`src/rtl/regfile_scoreboard_pkg.sv`:
```
// Shared register-file constants so that decode, the hazard unit and the register
// file agree on widths, special register indices and the stack-pointer reset value.
package regfile_scoreboard_pkg;
    localparam int XLEN_DEF  = 32;
    localparam int NREGS_DEF = 32;
    localparam int NRD_DEF   = 2;

    localparam int REG_ZERO = 0;
    localparam int REG_SP   = 2;

    // The stack starts just past the top of data memory.
    localparam logic [31:0] MEM_DEPTH   = 32'h0001_0000;
    localparam logic [31:0] SP_INIT_DEF = 32'h0100_0000 + MEM_DEPTH;
endpackage

```
`src/rtl/regfile_read_port.sv`:
```
// One combinational read port: x0 reads zero, a same-cycle writeback is forwarded,
// otherwise the stored value is returned along with its scoreboard stall flag.
module regfile_read_port
    import regfile_scoreboard_pkg::*;
#(
    parameter int XLEN  = XLEN_DEF,
    parameter int NREGS = NREGS_DEF,
    parameter int AW    = $clog2(NREGS)
) (
    input  logic [AW-1:0]               addr_i,
    input  logic                        we_i,
    input  logic [AW-1:0]               wr_addr_i,
    input  logic [XLEN-1:0]             wr_data_i,
    input  logic [NREGS-1:0][XLEN-1:0]  mem_i,
    input  logic [NREGS-1:0]            busy_i,
    output logic [XLEN-1:0]             data_o,
    output logic                        busy_o
);
    logic is_zero;
    logic wr_hit;

    assign is_zero = (addr_i == AW'(REG_ZERO));
    assign wr_hit  = we_i && (wr_addr_i == addr_i);

    always_comb begin
        data_o = mem_i[addr_i];
        if (is_zero)
            data_o = '0;
        else if (wr_hit)
            data_o = wr_data_i;
    end

    // A retiring producer is forwarded this cycle, so it must not stall the consumer.
    assign busy_o = busy_i[addr_i] && !wr_hit;
endmodule

```
`src/rtl/regfile_scoreboard.sv`:
```
// Parametrised integer register file with x0 hardwired to zero, same-cycle
// write-to-read bypass and a per-register busy scoreboard for the hazard unit.
module regfile_scoreboard
    import regfile_scoreboard_pkg::*;
#(
    parameter int              XLEN    = XLEN_DEF,
    parameter int              NREGS   = NREGS_DEF,
    parameter int              NRD     = NRD_DEF,
    parameter int              SP_IDX  = REG_SP,
    parameter logic [XLEN-1:0] SP_INIT = XLEN'(SP_INIT_DEF),
    localparam int             AW      = $clog2(NREGS)
) (
    input  logic                 clock,
    input  logic                 reset,
    input  logic [NRD*AW-1:0]    addr_rs,
    output logic [NRD*XLEN-1:0]  data_rs,
    output logic [NRD-1:0]       rs_busy,
    input  logic [AW-1:0]        addr_rd,
    input  logic [XLEN-1:0]      data_rd,
    input  logic                 write_enable,
    input  logic                 issue_valid,
    input  logic [AW-1:0]        issue_rd,
    output logic                 busy_any
);
    logic [NREGS-1:0][XLEN-1:0] mem_q;
    logic [NREGS-1:0]           busy_q, busy_d;
    logic                       we_eff;

    // Writeback is ignored while reset is held, including for forwarding.
    assign we_eff = write_enable && !reset;

    always_ff @(posedge clock) begin
        if (reset) begin
            for (int r = 0; r < NREGS; r++)
                mem_q[r] <= (r == SP_IDX && r != REG_ZERO) ? SP_INIT : '0;
        end else if (we_eff && addr_rd != AW'(REG_ZERO)) begin
            mem_q[addr_rd] <= data_rd;
        end
    end

    // A newly issued producer supersedes one retiring in the same cycle.
    always_comb begin
        busy_d = busy_q;
        for (int r = 1; r < NREGS; r++) begin
            if (issue_valid && issue_rd == AW'(r))
                busy_d[r] = 1'b1;
            else if (we_eff && addr_rd == AW'(r))
                busy_d[r] = 1'b0;
        end
        busy_d[REG_ZERO] = 1'b0;
    end

    always_ff @(posedge clock) begin
        if (reset)
            busy_q <= '0;
        else
            busy_q <= busy_d;
    end

    assign busy_any = |busy_q;

    for (genvar i = 0; i < NRD; i++) begin : g_rd
        regfile_read_port #(
            .XLEN  (XLEN),
            .NREGS (NREGS),
            .AW    (AW)
        ) u_rp (
            .addr_i    (addr_rs[i*AW +: AW]),
            .we_i      (we_eff),
            .wr_addr_i (addr_rd),
            .wr_data_i (data_rd),
            .mem_i     (mem_q),
            .busy_i    (busy_q),
            .data_o    (data_rs[i*XLEN +: XLEN]),
            .busy_o    (rs_busy[i])
        );
    end
endmodule
```
`config.mk`:
```
export PLATFORM = sky130hd
export DESIGN_NAME = regfile_scoreboard
export DESIGN_NICKNAME = d
export VERILOG_FILES = /design/src/rtl/regfile_scoreboard_pkg.sv /design/src/rtl/regfile_read_port.sv /design/src/rtl/regfile_scoreboard.sv
export SDC_FILE = /design/constraint.sdc
export NUM_CORES = 2
export LEC_CHECK = 0
export CAP_MARGIN = 25
export CORE_MARGIN = 5
export CORE_UTILIZATION = 27
export CTS_BUF_LIST = sky130_fd_sc_hd__clkbuf_16
export CTS_CLUSTER_SIZE = 30
export DETAILED_ROUTE_END_ITERATION = 7
export SKIP_CTS_REPAIR_TIMING = 1
export SYNTH_ARGS = -nofsm -noshare
export SYNTH_HDL_FRONTEND = slang
export SYNTH_SLANG_ARGS = --single-unit
```
`constraint.sdc`:
```
create_clock -name clock -period 4.2 [get_ports clock]
set_clock_uncertainty 0.1 [all_clocks]
set_input_delay 0.84 -clock clock [delete_from_list [all_inputs] [get_ports clock]]
set_output_delay 0.84 -clock clock [all_outputs]
set_load 0.05 [all_outputs]
```
Yosys cells after proc, flatten, opt, wreduce, memory -nomap -nowiden
Cells that the tools add are included.
{"block": "op_classes", "muxes": 77, "n_eq_ne": 64, "n_reduce_logical": 107, "n_lt_le_gt_ge": 4}
{"op": "1024-bit bitwise mux", "count": 1}
{"op": "32-bit binary-select mux with 5-bit select", "count": 2}
{"op": "32-bit two-way mux", "count": 7}
{"op": "32-bit demux with 5-bit select", "count": 1}
{"op": "5-bit == test (second input constant)", "count": 32}
{"op": "5-bit by 4-bit == test with 1-bit output (second input constant)", "count": 16}
{"op": "1-bit logical AND", "count": 69}
{"op": "1-bit two-way mux", "count": 64}
{"op": "2-bit nonzero test", "count": 31}
{"op": "5-bit by 3-bit == test with 1-bit output (second input constant)", "count": 8}
{"op": "32-bit OR reduction", "count": 1}
{"op": "5-bit by 2-bit == test with 1-bit output (second input constant)", "count": 4}
{"op": "5-bit by 6-bit < comparator with 1-bit output (second input constant)", "count": 3}
{"op": "1-bit binary-select mux with 5-bit select", "count": 2}
{"op": "5-bit by 1-bit == test with 1-bit output (second input constant)", "count": 2}
{"op": "5-bit == test", "count": 2}
{"op": "5-bit zero test", "count": 2}
{"op": "5-bit by 1-bit greater-or-equal comparator with 1-bit output (second input constant)", "count": 1}
{"op": "5-bit nonzero test", "count": 1}
{"op": "1-bit zero test", "count": 3}
{"block": "word_totals", "word_cells": 316, "inputBits": 56, "reg_bits": 1056, "out_inout_bits": 67}

Logic depth before layout (Yosys ltp)
{"block": "logic_depth", "depth_word": 5, "ltp_mapped": 11}

Cells and area by module
Synthesis repeated with hierarchy kept, for this count alone.
{"block": "hier_totals", "cells_unflattened": 6529, "hier_area_um2": 58290.9}
{"module": "regfile_scoreboard", "cells_each": 4871, "n_inst": 1, "area_each_um2": 39918.3}
{"module": "regfile_read_port", "cells_each": 829, "n_inst": 2, "area_each_um2": 9186.3}

Worst setup path before layout
OpenSTA, ideal clock, no wires.
{"block": "synth_timing", "path_kind": "in2out", "startpoint": "in addr_rs[5]", "endpoint": "out data_rs[58]", "required_ps": 3260, "setup_slack_ps": -63, "path_stages": 10, "t_arrival_ps": 3323, "path_buffers": 4, "path_cell_list": "buf_4 buf_4 buf_2 buf_4 mux2i_1 a22oi_1 o211ai_1 o21ai_0 nor2_1 nor3_1"}
{"block": "synth_via", "elab_chain_len": 4}
{"element": "start, declared", "line": "regfile_scoreboard.sv:15", "rtl": "input logic [NRD*AW-1:0] addr_rs,"}
{"element": "32-bit binary-select mux with 5-bit select / 5-bit == test (equally long branches)", "line": "regfile_read_port.sv:26, regfile_read_port.sv:23"}
{"element": "32-bit two-way mux (implied by the code) / 1-bit logical AND (equally long branches)", "line": "regfile_read_port.sv:26, regfile_read_port.sv:23"}
{"element": "32-bit two-way mux", "line": "regfile_read_port.sv:29", "rtl": "else if (wr_hit)"}
{"element": "32-bit two-way mux *", "line": "regfile_read_port.sv:27", "rtl": "if (is_zero)"}
{"element": "end, declared", "line": "regfile_scoreboard.sv:16", "rtl": "output logic [NRD*XLEN-1:0] data_rs,"}
Mark *: on every way between the ends. The rest lies on a longest branch, timed or not. The select of a mux whose other input is x is not followed.

Final worst setup path
Ends and elaborated chain as after synthesis.

==> out/qor.csv <==
stage;metric;value;unit
floorplanning;die_h;457.6;um
cells_and_area;n_fill_cell;20367;
setup_path;ff2ff_path_depth;2;
global_routing;grt_overflow_total;0;
setup_path;worstSetupPathDepth;10;
synthesis;synth-edff-count;0;
synthesis;yosysSeqAreaShare;39.04;%
placed_design;dp_cells;8813;
setup_path;path_delay_family;multiplexers;
timing;setup_violations;3;
floorplanning;core_area;199500;um2
setup_path;criticalPathCategory;primary input to output port;
global_routing;track_usage;21.76;%
timing;slew_violations;0;
synthesis;synthDominantCellAreaShare;39.04;%
timing;period_share;102.1;%
routing;vias;50557;
synthesis;yosys_warnings;0;
cells_and_area;fin_util;32.75;%
timing;rsz0062_at_grt;no;
floorplanning;start_util;27.12;%
global_routing;grt_pass1_wl;343100;um
power;internal_power;16.41;mW
cts;cts.sinks;1055;
setup_path;start_kind;primary input;
routing;via_per_inst;5.601;
global_routing;met1_usage;24.76;%
power;clkPwrFrac;43.2;%
timing;final.setup.worst_slack;-0.08835;ns
power;swShare;27.05;%
status;violations;negative setup slack;
routing;ant_nets;0;
synthesis;syn-num-nets;6312;
placed_design;place_congestion;0.9481;
synthesis;synth.distinct_cells;55;
cts;cts_tree;done;
setup_path;path_cells;buf_12, buf_12, buf_4, mux4_2, mux2i_1, a21oi_1, nor2_1, buf_4, nor3_2, buf_12;
synthesis;synth_top_cell_by_area;dfxtp_1;
global_routing;met2_usage;35.11;%
global_routing;grt_pass1_vias;49082;
setup_path;cpPeakStageDelay;0.49;ns
power;finalPower;22.49;mW
power;p_leak;21.66;nW
floorplanning;ios;123;
synthesis;synthArstFlopShare;0;%
synthesis;synthFlopType;dfxtp_1;
timing;min_period;4.288;ns
synthesis;synth.avg_cell_area;8.647;um2
synthesis;yosys-top-cells-count;nand2_1 (2074), a21oi_1 (1065), dfxtp_1 (1055);
setup_path;cp_max_fo;12;
routing;wirelength;239600;um
cts;h-tree-depth;3;
cells_and_area;layout.nets;6333;
global_routing;grt_antenna_before_repair;9;
placed_design;dp_slack;-0.1959;ns
routing;routedWlPerCell;26.55;um
timing;slew_headroom;15.09;%
synthesis;ys_top_cells_by_area;dfxtp_1 (39%), mux4_2 (18%), nand2_1 (14%);
cells_and_area;drive_above_1_share;19.69;%
setup_path;cp-end-kind;output port;
setup_path;worst-path-buf-inv;5;
timing;fmax;0.2332;GHz
worst_hold_path;hold_depth;2;
worst_hold_path;hold_path_class;register to register;
cells_and_area;area_growth;20.73;%
synthesis;netlist_area;54100;um2
cts;cts_buffers;105;
synthesis;synthCells;6256;
setup_path;crit_arrival;3.35;ns
routing;firstDrtPassIters;7;
floorplanning;dieArea;209400;um2
cts;path_clk_slew;0.06;ns
floorplanning;fp.dieW;457.6;um
global_routing;top_usage_layer;met2;
setup_path;cp_common_cell;buf_12;
floorplanning;rows;164;
cts;clock_latency;0.72;ns
power;switching_power;6.084;mW
cts;cts_buffer_depth;3;
synthesis;synth_most_common_cell;nand2_1;
global_routing;grt_max_degree;217;
power;irDropWorstVdd;0.2953;mV
routing;drt-initial-drc-count;6368;
power;combPwrFrac;12.0;%
placed_design;io_buffers;122;
power;power_density;344.4;nW/um2
placed_design;hpwl;151300;um
cells_and_area;fin_cells;9026;
setup_path;critPathSlowestCell;mux4_2;
cts;root_buffer;clkbuf_16;
routing;drt_drc_violations_left;0;
power;p_seq_share;44.8;%
status;outcome;finished with violations;
synthesis;ys_seq_elements;1055;
setup_path;timing.critical_path.required;3.26;ns
setup_path;rrSetupSlack;3.33;ns
global_routing;grt_util_met3;4.511;%
timing;hold_viol_final;0;
timing;worst_pin_slew;1.274;ns
job;maxCapViolCount;0;
[final cells by class]
class	instances	area (um2)	area share, %
Inverter	3	11.26	0.01724
Antenna cell	7	17.52	0.02682
Multi-Input combinational cell	4535	30760	47.09
Sequential cell	1055	21120	32.34
Clock inverter	85	733.2	1.123
Timing Repair Buffer	577	6646	10.18
Tap cell	2656	3323	5.088
Clock buffer	108	2703	4.138
[cells in the final DEF, fill, tap and decap left out, types with 7 or more instances in the layout]
| cell type | netlist | layout |
|---|---|---|
| nor3_2 | 0 | 13 |
| a211oi_1 | 38 | 38 |
| nor2_4 | 0 | 31 |
| o21ai_0 | 33 | 32 |
| nor4_1 | 7 | 7 |
| a32oi_1 | 11 | 10 |
| dfxtp_1 | 1055 | 1055 |
| nor3b_1 | 11 | 10 |
| nand2_1 | 2074 | 2040 |
| nand2_2 | 0 | 34 |
| a22oi_1 | 85 | 84 |
| o211ai_1 | 15 | 15 |
| mux2_2 | 23 | 23 |
| buf_4 | 27 | 350 |
| inv_1 | 1 | 18 |
| a21oi_1 | 1065 | 1064 |
| nand2b_1 | 20 | 20 |
| clkinv_1 | 1 | 25 |
| nor2_1 | 104 | 72 |
| buf_12 | 0 | 161 |
| clkbuf_16 | 0 | 111 |
| bufinv_16 | 0 | 12 |
| clkinv_2 | 0 | 21 |
| a221o_1 | 42 | 38 |
| mux4_2 | 431 | 431 |
| mux2i_1 | 258 | 255 |
| nand3b_1 | 7 | 7 |
| a22o_1 | 18 | 18 |
| diode_2 | 0 | 7 |
| nor2b_1 | 74 | 71 |
| a21o_1 | 9 | 9 |
| o22ai_1 | 29 | 29 |
| clkdlybuf4s50_1 | 0 | 43 |
| a221oi_1 | 62 | 61 |
| nor3_1 | 54 | 40 |
[cell families (layout without fill, tap and decap cells)]
family | after synthesis | in the layout | share of synthesized area, %
and+or+nand+nor | 2387 | 2388 | 17.50
AOI/OAI and AO/OA | 1425 | 1425 | 15.04
other | 0 | 7 | 0
xor gates and xnor gates | 10 | 10 | 0.1619
DFF | 1055 | 1055 | 39.04
muxes | 712 | 712 | 23.20
buffers and inverters | 667 | 773 | 5.060
[per-stage QoR]
stage / instance area (um2) / setup TNS, ns / hold WS, ns
final: 65310 / -0.1545 / 0.3647
after CTS: 64960 / -3.539 / 0.3656
after global placement: 61510 / -10.29 / 0.3478
after floorplan: 54150 / 0 / 0.3427
after global routing: 65300 / 0 / 0.3821
after detailed placement: 61530 / -3.371 / 0.3570
[sequential cells by signal (all words and copies together), names as in the netlist]
| register | count |
|---|---|
| mem_q | 1024 |
| busy_q | 31 |
[metal layers]
layer | up-vias | share of wire (%)
met3 | 1063 | 9.9
met5 | - | 0.0096
met4 | 4 | 10
met1 | 24402 | 34
li1 | 21949 | -
met2 | 3139 | 46
[power by group through the flow]
| stage | sequential [mW] | clock [mW] | combinational (mW) |
|---|---|---|---|
| after floorplan | 10.3 | 0 | 1.35 |
| after global placement | 10.3 | 0 | 2.58 |
| after detailed placement | 10.3 | 0 | 2.58 |
| after CTS | 10.1 | 9.78 | 2.59 |
| after global routing | 10.1 | 10.2 | 2.74 |
| final | 10.1 | 9.71 | 2.70 |
[worst register-to-register path, delay by kind of cell, from the launching register on]
family / cells / cell delay, ns
compound gates: 1 / 0.21
flops: 1 / 0.35
simple gates: 1 / 0.07
[path summary, 6_finish.rpt]
kind / start / endpoint
max reg2reg: busy_q[31] / busy_q[31]
min: mem_q[345] / mem_q[345]
min reg2reg: mem_q[345] / mem_q[345]
max: addr_rs[5] / data_rs[58]
Power figures use the tool's default switching activity.
